[src/rtl/painterengine_gpu_dma_reader.sv]
// AXI4 read master feeding the GPU DMA writer: fetches a word buffer for one router
// channel in boundary-aligned bursts and streams it through a local FIFO.
module painterengine_gpu_dma_reader #(
  parameter int PARAM_MAX_BURST  = 16,
  parameter int PARAM_FIFO_DEPTH = 32,
  parameter int PARAM_TIMEOUT    = 256
) (
  input  logic         i_wire_clock,
  input  logic         i_wire_resetn,
  input  logic [3:0]   i_wire_router,
  input  logic [127:0] i_wire_address,
  input  logic [127:0] i_wire_length,
  output logic [127:0] o_wire_data,
  output logic [3:0]   o_wire_data_valid,
  input  logic [3:0]   i_wire_data_next,
  output logic         o_wire_done,
  output logic         o_wire_error,
  output logic [2:0]   o_wire_error_type,
  output logic         o_wire_M_AXI_ARID,
  output logic [31:0]  o_wire_M_AXI_ARADDR,
  output logic [7:0]   o_wire_M_AXI_ARLEN,
  output logic [2:0]   o_wire_M_AXI_ARSIZE,
  output logic [1:0]   o_wire_M_AXI_ARBURST,
  output logic         o_wire_M_AXI_ARLOCK,
  output logic [3:0]   o_wire_M_AXI_ARCACHE,
  output logic [2:0]   o_wire_M_AXI_ARPROT,
  output logic [3:0]   o_wire_M_AXI_ARQOS,
  output logic         o_wire_M_AXI_ARVALID,
  input  logic         i_wire_M_AXI_ARREADY,
  input  logic         i_wire_M_AXI_RID,
  input  logic [31:0]  i_wire_M_AXI_RDATA,
  input  logic [1:0]   i_wire_M_AXI_RRESP,
  input  logic         i_wire_M_AXI_RLAST,
  input  logic         i_wire_M_AXI_RVALID,
  output logic         o_wire_M_AXI_RREADY
);

  localparam int BURST_W = $clog2(PARAM_MAX_BURST);
  localparam int PTR_W   = $clog2(PARAM_FIFO_DEPTH);
  localparam int CNT_W   = PTR_W + 1;
  localparam int TMR_W   = $clog2(PARAM_TIMEOUT + 1) + 1;
  localparam logic [PTR_W-1:0] PTR_ONE   = PTR_W'(1);
  localparam logic [CNT_W-1:0] CNT_ONE   = CNT_W'(1);
  localparam logic [CNT_W-1:0] CNT_DEPTH = CNT_W'(PARAM_FIFO_DEPTH);
  localparam logic [TMR_W-1:0] TMR_ONE   = TMR_W'(1);
  localparam logic [TMR_W-1:0] TMR_LIMIT = TMR_W'(PARAM_TIMEOUT);

  typedef enum logic [4:0] {
    ST_ROUTING     = 5'h01,
    ST_PARAM_CHECK = 5'h02,
    ST_CALC        = 5'h03,
    ST_ADDR        = 5'h04,
    ST_DATA        = 5'h05,
    ST_DRAIN       = 5'h06,
    ST_DONE        = 5'h07,
    ST_ERR_ROUTING = 5'h10,
    ST_ERR_ALIGN   = 5'h11,
    ST_ERR_LENGTH  = 5'h12,
    ST_ERR_AR      = 5'h13,
    ST_ERR_RESP    = 5'h14,
    ST_ERR_RDATA   = 5'h15
  } state_t;

  function automatic logic [1:0] onehot_to_idx(input logic [3:0] oh);
    case (oh)
      4'b0010: return 2'd1;
      4'b0100: return 2'd2;
      4'b1000: return 2'd3;
      default: return 2'd0;
    endcase
  endfunction

  function automatic logic [31:0] lane_sel(input logic [127:0] bus, input logic [1:0] idx);
    return bus[{idx, 5'b00000} +: 32];
  endfunction

  state_t              state_r, state_s;
  logic [3:0]          router_r, router_s;
  logic [31:0]         addr_r, addr_s;
  logic [31:0]         len_r, len_s;
  logic [31:0]         offset_r, offset_s;
  logic [31:0]         araddr_r, araddr_s;
  logic [7:0]          arlen_r, arlen_s;
  logic                arvalid_r, arvalid_s;
  logic                rready_r, rready_s;
  logic [7:0]          beat_r, beat_s;
  logic [TMR_W-1:0]    timer_r, timer_s;
  logic                push_s, pop_s;

  logic [31:0]         fifo_mem_r [PARAM_FIFO_DEPTH];
  logic [PTR_W-1:0]    wr_ptr_r, rd_ptr_r;
  logic [CNT_W-1:0]    count_r;

  logic [31:0]         waddr_s, remain_s, offset_sum_s;
  logic [8:0]          rem_s, beats_s;
  logic [CNT_W-1:0]    free_s;
  logic                last_beat_s, sticky_s, unused_ok_s;
  logic [3:0]          data_valid_s;
  logic [31:0]         head_s;

  // Burst sizing: never run past the next PARAM_MAX_BURST-word boundary nor the buffer end
  assign waddr_s      = addr_r + {offset_r[29:0], 2'b00};
  assign rem_s        = 9'(PARAM_MAX_BURST) - 9'(waddr_s[2 +: BURST_W]);
  assign remain_s     = len_r - offset_r;
  assign beats_s      = (remain_s < 32'(rem_s)) ? remain_s[8:0] : rem_s;
  assign free_s       = CNT_DEPTH - count_r;
  assign last_beat_s  = (beat_r == arlen_r);
  assign offset_sum_s = offset_r + 32'(arlen_r) + 32'd1;
  assign sticky_s     = (state_r == ST_DONE) || state_r[4];
  assign unused_ok_s  = i_wire_M_AXI_RID;

  assign head_s       = fifo_mem_r[rd_ptr_r];
  assign data_valid_s = ((count_r != {CNT_W{1'b0}}) && !sticky_s) ? router_r : 4'b0000;
  assign pop_s        = |(data_valid_s & i_wire_data_next);

  // Next-state and datapath update for the transfer sequencer
  always_comb begin
    state_s   = state_r;
    router_s  = router_r;
    addr_s    = addr_r;
    len_s     = len_r;
    offset_s  = offset_r;
    araddr_s  = araddr_r;
    arlen_s   = arlen_r;
    arvalid_s = arvalid_r;
    rready_s  = rready_r;
    beat_s    = beat_r;
    timer_s   = timer_r;
    push_s    = 1'b0;
    case (state_r)
      ST_ROUTING: begin
        case (i_wire_router)
          4'b0001, 4'b0010, 4'b0100, 4'b1000: begin
            router_s = i_wire_router;
            addr_s   = lane_sel(i_wire_address, onehot_to_idx(i_wire_router));
            len_s    = lane_sel(i_wire_length, onehot_to_idx(i_wire_router));
            offset_s = 32'd0;
            state_s  = ST_PARAM_CHECK;
          end
          default: state_s = ST_ERR_ROUTING;
        endcase
      end
      ST_PARAM_CHECK: begin
        if (addr_r[1:0] != 2'b00) begin
          state_s = ST_ERR_ALIGN;
        end else if (len_r == 32'd0) begin
          state_s = ST_ERR_LENGTH;
        end else begin
          state_s = ST_CALC;
        end
      end
      ST_CALC: begin
        // Reserve FIFO room for the whole burst before asking for it
        if (32'(free_s) < 32'(beats_s)) begin
          state_s = ST_CALC;
        end else begin
          araddr_s  = waddr_s;
          arlen_s   = 8'(beats_s - 9'd1);
          arvalid_s = 1'b1;
          timer_s   = {TMR_W{1'b0}};
          state_s   = ST_ADDR;
        end
      end
      ST_ADDR: begin
        if (i_wire_M_AXI_ARREADY) begin
          arvalid_s = 1'b0;
          rready_s  = 1'b1;
          beat_s    = 8'd0;
          timer_s   = {TMR_W{1'b0}};
          state_s   = ST_DATA;
        end else if (timer_r >= TMR_LIMIT) begin
          arvalid_s = 1'b0;
          state_s   = ST_ERR_AR;
        end else begin
          timer_s = timer_r + TMR_ONE;
        end
      end
      ST_DATA: begin
        if (i_wire_M_AXI_RVALID) begin
          timer_s = {TMR_W{1'b0}};
          if ((i_wire_M_AXI_RRESP > 2'b01) || (i_wire_M_AXI_RLAST != last_beat_s)) begin
            rready_s = 1'b0;
            state_s  = ST_ERR_RESP;
          end else if (last_beat_s) begin
            push_s   = 1'b1;
            offset_s = offset_sum_s;
            rready_s = 1'b0;
            state_s  = (offset_sum_s == len_r) ? ST_DRAIN : ST_CALC;
          end else begin
            push_s = 1'b1;
            beat_s = beat_r + 8'd1;
          end
        end else if (timer_r >= TMR_LIMIT) begin
          rready_s = 1'b0;
          state_s  = ST_ERR_RDATA;
        end else begin
          timer_s = timer_r + TMR_ONE;
        end
      end
      ST_DRAIN: begin
        if (count_r == {CNT_W{1'b0}}) begin
          state_s = ST_DONE;
        end else begin
          state_s = ST_DRAIN;
        end
      end
      ST_DONE, ST_ERR_ROUTING, ST_ERR_ALIGN, ST_ERR_LENGTH,
      ST_ERR_AR, ST_ERR_RESP, ST_ERR_RDATA: begin
        arvalid_s = 1'b0;
        rready_s  = 1'b0;
        state_s   = state_r;
      end
      default: begin
        // Corrupted state encoding lands in a reported, sticky error
        arvalid_s = 1'b0;
        rready_s  = 1'b0;
        state_s   = ST_ERR_ROUTING;
      end
    endcase
  end

  // Sequencer state and AXI request registers
  always_ff @(posedge i_wire_clock or negedge i_wire_resetn) begin
    if (!i_wire_resetn) begin
      state_r   <= ST_ROUTING;
      router_r  <= 4'b0000;
      addr_r    <= 32'd0;
      len_r     <= 32'd0;
      offset_r  <= 32'd0;
      araddr_r  <= 32'd0;
      arlen_r   <= 8'd0;
      arvalid_r <= 1'b0;
      rready_r  <= 1'b0;
      beat_r    <= 8'd0;
      timer_r   <= {TMR_W{1'b0}};
    end else begin
      state_r   <= state_s;
      router_r  <= router_s;
      addr_r    <= addr_s;
      len_r     <= len_s;
      offset_r  <= offset_s;
      araddr_r  <= araddr_s;
      arlen_r   <= arlen_s;
      arvalid_r <= arvalid_s;
      rready_r  <= rready_s;
      beat_r    <= beat_s;
      timer_r   <= timer_s;
    end
  end

  // FIFO pointers and occupancy
  always_ff @(posedge i_wire_clock or negedge i_wire_resetn) begin
    if (!i_wire_resetn) begin
      wr_ptr_r <= {PTR_W{1'b0}};
      rd_ptr_r <= {PTR_W{1'b0}};
      count_r  <= {CNT_W{1'b0}};
    end else begin
      wr_ptr_r <= push_s ? (wr_ptr_r + PTR_ONE) : wr_ptr_r;
      rd_ptr_r <= pop_s ? (rd_ptr_r + PTR_ONE) : rd_ptr_r;
      case ({push_s, pop_s})
        2'b10:   count_r <= count_r + CNT_ONE;
        2'b01:   count_r <= count_r - CNT_ONE;
        default: count_r <= count_r;
      endcase
    end
  end

  // FIFO storage
  always_ff @(posedge i_wire_clock) begin
    if (push_s) begin
      fifo_mem_r[wr_ptr_r] <= i_wire_M_AXI_RDATA;
    end
  end

  // Place the FIFO head on the selected lane only
  always_comb begin
    o_wire_data = 128'd0;
    for (int n = 0; n < 4; n++) begin
      if (data_valid_s[n]) begin
        o_wire_data[n*32 +: 32] = head_s;
      end else begin
        o_wire_data[n*32 +: 32] = 32'd0;
      end
    end
  end

  assign o_wire_data_valid    = data_valid_s;
  assign o_wire_done          = (state_r == ST_DONE);
  assign o_wire_error         = state_r[4];
  assign o_wire_error_type    = state_r[4] ? state_r[2:0] : 3'b000;
  assign o_wire_M_AXI_ARID    = 1'b0;
  assign o_wire_M_AXI_ARADDR  = araddr_r;
  assign o_wire_M_AXI_ARLEN   = arlen_r;
  assign o_wire_M_AXI_ARSIZE  = 3'b010;
  assign o_wire_M_AXI_ARBURST = 2'b01;
  assign o_wire_M_AXI_ARLOCK  = 1'b0;
  assign o_wire_M_AXI_ARCACHE = 4'b0010;
  assign o_wire_M_AXI_ARPROT  = 3'b000;
  assign o_wire_M_AXI_ARQOS   = 4'b0000;
  assign o_wire_M_AXI_ARVALID = arvalid_r;
  assign o_wire_M_AXI_RREADY  = rready_r;

endmodule

[config.mk]
export PLATFORM = sky130hd
export DESIGN_NAME = painterengine_gpu_dma_reader
export DESIGN_NICKNAME = d
export VERILOG_FILES = /design/src/rtl/painterengine_gpu_dma_reader.sv
export SDC_FILE = /design/constraint.sdc
export NUM_CORES = 2
export LEC_CHECK = 0
export ABC_CLOCK_PERIOD_IN_PS = 14370
export CORE_ASPECT_RATIO = 2
export CORE_MARGIN = 3
export CORE_UTILIZATION = 30
export CTS_CLUSTER_SIZE = 20
export DETAILED_ROUTE_END_ITERATION = 16
export SETUP_SLACK_MARGIN = 0.05
export SYNTH_ARGS = -nofsm -noshare
export SYNTH_HDL_FRONTEND = slang
export SYNTH_SLANG_ARGS = --single-unit
[constraint.sdc]
create_clock -name i_wire_clock -period 14.37 [get_ports i_wire_clock]
set_input_delay 1.437 -clock i_wire_clock [delete_from_list [all_inputs] [get_ports i_wire_clock]]
set_output_delay 1.437 -clock i_wire_clock [all_outputs]
set_load 0.01 [all_outputs]
== After elaboration in Yosys (flattened, before gate mapping) ==
Memory sizes are Yosys's and may differ from the RTL's.
Index checks and enable logic that the tools add are counted.
Storage, ports and cells
  register bits: 181
  bits in latches: 0
  memory bits (writable): 1024
  bits in read-only memories: 0
  input port bits: 304
  output and inout port bits: 197
  word-level logic and storage cells: 149
  memories kept: 1
Memory list
  fifo_mem_r: words 32, width 32, read ports 1, clocked after Yosys merged registers in 0, write ports 1, RTL line 90  | logic [31:0] fifo_mem_r [PARAM_FIFO_DEPTH];
Cells by class
  add/subtract/negate cells: 13
  multipliers: 0
  div/mod/pow operators: 0
  $lt $le $gt $ge: 4
  equality and inequality tests: 32
  shifts and indexed selects: 2
  multiplexer cells: 53
  bitwise gates (word level): 5
  reduce and logical (&&, ||, !) cells: 25
Operator list (number)
  two-way mux 32 bit: 8
  indexed part select 128 x 8 -> 32 bit: 2
  one-hot mux 32 bit (2 select lines): 1
  two-way mux 5 bit: 9
  two-way mux 10 bit: 4
  one-hot mux 5 bit (7 select lines): 1
  adder 32 x 1 -> 32 bit, second input constant: 1
  adder 32 bit: 1
  adder 32 x 8 -> 32 bit: 1
  equality test 32 bit: 1
  logical NOT 32 bit: 1
  < comparator 32 x 9 -> 1 bit: 1
  two-way mux 8 bit: 4
  subtractor 32 bit: 1
  equality test 5 bit, second input constant: 6
  one-hot mux 10 bit (3 select lines): 1
  equality test 5 x 3 -> 1 bit, second input constant: 4
  one-hot mux 8 bit (2 select lines): 1
  OR reduction 4 bit: 4
  two-way mux 1 bit: 13
  != test 2 bit, second input constant: 6
  one-hot mux 6 bit (2 select lines): 1
  adder 10 x 1 -> 10 bit, second input constant: 1
  adder 5 x 1 -> 5 bit, second input constant: 2
  42 further kinds: 59

== Logic depth before layout (Yosys ltp) ==
  depth after elaboration: 9
  mapped depth: 28
  gate-level depth less buffers: 25

== Worst setup path before layout ==
OpenSTA, ideal clock, no wires.
  path type: register to register
  start point: reg offset_r[0]
  end point: reg araddr_r[0] (netlist: o_wire_M_AXI_ARADDR[0])
  setup time: 0.125 ns
  arrival time: 5.731 ns
  required time: 14.245 ns
  slack: 8.513 ns
  cell stages (with the launch flop): 28
  path buffers: 2
  clock period less this slack: 5.857 ns
  cells stage by stage: dfrtp_1 -> ha_1 -> inv_1 -> fa_1 -> xor2_1 -> nand3_1 -> xnor2_1 -> ha_1 -> o21ai_0 -> o21bai_1 -> a22o_1 -> nor4_1 -> o2111ai_1 -> or4_1 -> nor4_1 -> mux2_2 -> ha_1 -> a21oi_1 -> nor2b_1 -> o21ai_0 -> nand2b_1 -> a21oi_1 -> o21ai_0 -> and2_1 -> nor2b_2 -> buf_6 -> buf_12 -> mux2_4
On the way
  cells in the longest elaborated chain, start to end: 7
Ends and longest elaborated chain
  start: declaration: RTL line 81  | logic [31:0] offset_r, offset_s;
  start signal: assignment: RTL line 241  | offset_r <= offset_s;
  adder 32 bit: RTL line 102  | assign waddr_s = addr_r + {offset_r[29:0], 2'b00};
  subtractor 5 x 4 -> 6 bit: RTL line 103  | assign rem_s = 9'(PARAM_MAX_BURST) - 9'(waddr_s[2 +: BURST_W]);
  < comparator 32 x 9 -> 1 bit: RTL line 105  | assign beats_s = (remain_s < 32'(rem_s)) ? remain_s[8:0] : rem_s;
  two-way mux 9 bit (*): RTL line 105
  < comparator 6 x 9 -> 1 bit (*): RTL line 154  | if (32'(free_s) < 32'(beats_s)) begin
  NOT 1 bit (no source line) (*)
  AND reduction 2 bit (no source line) (*)
  end signal: assignment: RTL line 242  | araddr_r <= araddr_s;
  end: declaration: RTL line 82  | logic [31:0] araddr_r, araddr_s;
Every way passes the cells marked *; elsewhere a longest branch is shown, timed or not.
A chain may end at the register's enable or synchronous reset.

== Worst setup path after layout ==
  start point: reg offset_r[0]
  end point: reg araddr_r[8] (netlist: o_wire_M_AXI_ARADDR[8])
On the way
  cells in the longest elaborated chain, start to end: 7
Ends and longest elaborated chain (RTL line)
  adder 32 bit: 102
  subtractor 5 x 4 -> 6 bit: 103
  < comparator 32 x 9 -> 1 bit: 105
  two-way mux 9 bit: 105
  < comparator 6 x 9 -> 1 bit: 154
  NOT 1 bit (no source line)
  AND reduction 2 bit (no source line)
Several ways; a longest one is shown, not always the timed one.

==> results.yml <==
run_status:
  status: "complete, no violations"
sta:
  rsz0062_at_grt: "no"
  max_slew_margin_pct: 17.8
  fmaxAchievable_mhz: 131
  fin_tns_setup_ps: 0
  hold_viol: 0
  slew_viol_final: 0
  finalSetupViolCount: 0
  fin_skew_ps: 30.7
  period_share_pct: 53.1
  worst_pin_slew_ps: 1220
  fin_crit_ps: 7640
power_and_ir_drop:
  leakage_nw: 21.6
  power_switching_w: 0.00229
  p_seq_share_pct: 48.3
  netSwitchingFraction_pct: 27.4
  pwr-share-clk_pct: 34.3
  max-vdd-ir-drop_uv: 95.6
  power_density_nw_per_um2: 128
  p_int_w: 0.00607
  pwr-share-comb_pct: 17.4
synth:
  synth_compound_area_share_pct: 4.37
  ys.flop_type: "edfxtp_1"
  ys_types: 87
  yosysSeqAreaShare_pct: 65.0
  syn_inst: 3174
  ys_warn_count: 0
  synth-simple-area-share_pct: 4.98
  synth_edf_count: 1024
  synthArstFlopShare_pct: 15.0
  syn_area_um2: 54200
  yosys_register_bits: 1204
  synth_top_family_by_area: "multiplexers"
  synth.avg_cell_area_um2: 17.1
  synth_xor_area_share_pct: 2.04
  synth_mux_area_share_pct: 19.2
  synthAdderAreaFrac_pct: 2.27
setup_path:
  startpoint_type: "flop"
  timing.reg2reg.setup_slack_ps: 6730
  cp_data_required_time_ps: 14950
  worst_ep_arrival_time_ps: 8210
  path_max_fanout: 34
  critical_path_buf_inv_count: 2
  crit_path_max_incr_delay_ps: 750
  timing_worst_setup_path_type: "reg -> reg"
  end_kind: "flop"
  slowest_stage: "nor4_1"
  cp_top_family: "simple AND/OR/NAND/NOR gates"
clocking:
  cts_buffer_depth: 3
  cts_tree: "yes"
  cts-root-buf: "clkbuf_16"
  cts_hold_buf: 0
  htreeDepth: 3
  cts_sinks: 1204
  cts_resized: 0
  postCtsSetupBuffers: 0
  clk_latency_ps: 690
  clk_pin_slew_ps: 70
  cts_buffers: 103
routing:
  wl_per_cell_um: 26.9
  dr.pass1.iters: 7
  drtIter0Drc: 2606
  vias_per_cell: 5.19
  via_count: 31600
  antenna_left: 0
  finalWirelength_um: 164000
  drc: 0
floorplan:
  dieArea_um2: 186000
  core_um2: 180000
  fp.dieW_um: 307
  initial_core_util_pct: 30.2
  ios: 501
  row_count: 220
  die_y_um: 607
global_route:
  grt_pass1_vias: 33100
  use_met2_pct: 33.9
  top_usage_layer: "met2"
  grt_pass1_wl_um: 235000
  gr-usage-met1_pct: 17.7
  grt_max_degree: 133
  grtUsageTotal_pct: 17.4
  overflow: 0
  met3_usage_pct: 2.69
  antenna_found_initial: 18
finish:
  utilization_pct: 36.4
  final_cells: 6092
  num-nets-final: 4069
  final_cell_mix: "1024 x edfxtp_1, 479 x clkdlybuf4s50_1, 384 x mux4_2, 209 x nor2_1, 174 x dfrtp_1"
  layout-drive-gt1-share_pct: 19.9
  layout_commonest_cell: "edfxtp_1"
  fillers: 16800
  area_growth_pct: 20.7
placed_design:
  gp_congestion: 0.951
  io_buffers: 480
  hpwl_um: 109000
  dpl.cell_count: 5895
min_path:
  hold_path_class: "reg -> reg"
flow_run:
  cap_viol_max_count: 0
-- metrics by stage --
| stage | setup WS, ps | hold WS [ps] | total power, W | cell area (um^2) |
|---|---|---|---|---|
| 2_1_floorplan | 8510 | 469 | 0.00493 | 54300 |
| 3_3_place_gp | 6770 | 488 | 0.00552 | 62000 |
| 3_5_place_dp | 6710 | 493 | 0.00554 | 62000 |
| 4_1_cts | 6710 | 515 | 0.00842 | 65400 |
| 5_1_grt | 6070 | 526 | 0.00868 | 65400 |
| 6_report | 6730 | 517 | 0.00836 | 65400 |
-- worst paths after layout --
| kind | startpoint | to | depth (start not counted) |
|---|---|---|---|
| worst max-delay path | offset_r[0] | o_wire_M_AXI_ARADDR[8] | 26 |
| worst min-delay path | o_wire_M_AXI_ARADDR[13] | o_wire_M_AXI_ARADDR[13] | 1 |
| worst max register to register | offset_r[0] | o_wire_M_AXI_ARADDR[8] | 26 |
| worst min register to register | o_wire_M_AXI_ARADDR[13] | o_wire_M_AXI_ARADDR[13] | 1 |
| max in group asynchronous | i_wire_resetn | offset_r[1] | 3 |
| min in group asynchronous | i_wire_resetn | o_wire_M_AXI_ARADDR[15] | 1 |
-- cells by family (layout without fill, tap and decap cells) --
| group | Yosys count | after routing |
|---|---|---|
| DFF | 1204 | 1204 |
| and+or+nand+nor | 576 | 576 |
| muxes | 536 | 536 |
| AOI/OAI and AO/OA | 372 | 372 |
| buffers and inverters | 262 | 822 |
| xor gates and xnor gates | 126 | 126 |
| adders and majority gates | 96 | 96 |
| other | 2 | 29 |
-- cells in the mapped netlist (70+ instances only) --
| library cell | n | area share, % |
|---|---|---|
| o21ai_0 | 108 | 1.0 |
| ha_1 | 92 | 2.1 |
| mux2_2 | 70 | 1.5 |
| a21oi_1 | 97 | 0.90 |
| xnor2_1 | 82 | 1.3 |
| nand2_1 | 110 | 0.76 |
| mux4_2 | 384 | 16 |
| dfrtp_1 | 179 | 8.3 |
| clkbuf_1 | 108 | 0.75 |
| edfxtp_1 | 1024 | 57 |
| inv_1 | 93 | 0.64 |
| nor2_1 | 237 | 1.6 |
-- layout make-up --
type / count / area (um^2) / area share (%)
clock buffers: 128 / 2690 / 4.11
inverters: 93 / 349 / 0.533
diodes: 10 / 25.0 / 0.0382
well taps: 2331 / 2920 / 4.46
repair buffers: 542 / 5310 / 8.12
multi-input cells: 1725 / 18200 / 27.8
flip-flops and latches: 1204 / 35300 / 53.9
clock inverters: 59 / 707 / 1.08
-- metal layers --
metal  vias to the layer above  wire [um]
met5                         -         46
met4                         6      10100
met3                       331       8430
met2                      1195      90300
met1                     16500      55100
li1                      13600          -
-- power groups by stage --
| stage | combinational, W | sequential [W] | clock, W |
|---|---|---|---|
| 3_3_place_gp | 0.00141 | 0.00411 | 0 |
| 5_1_grt | 0.00157 | 0.00404 | 0.00307 |
| 6_report | 0.00145 | 0.00404 | 0.00287 |
| 2_1_floorplan | 0.000908 | 0.00403 | 0 |
| 3_5_place_dp | 0.00143 | 0.00411 | 0 |
| 4_1_cts | 0.00144 | 0.00404 | 0.00294 |
-- sequential cells by signal (all words and copies together) (netlist names), 5 cells and up --
signal,count
offset_r,32
fifo_mem_r,1024
timer_r,10
addr_r,32
wr_ptr_r,5
beat_r,8
rd_ptr_r,5
o_wire_M_AXI_ARADDR,32
count_r,6
o_wire_M_AXI_ARLEN,8
len_r,32
Power figures use the tool's default switching activity.
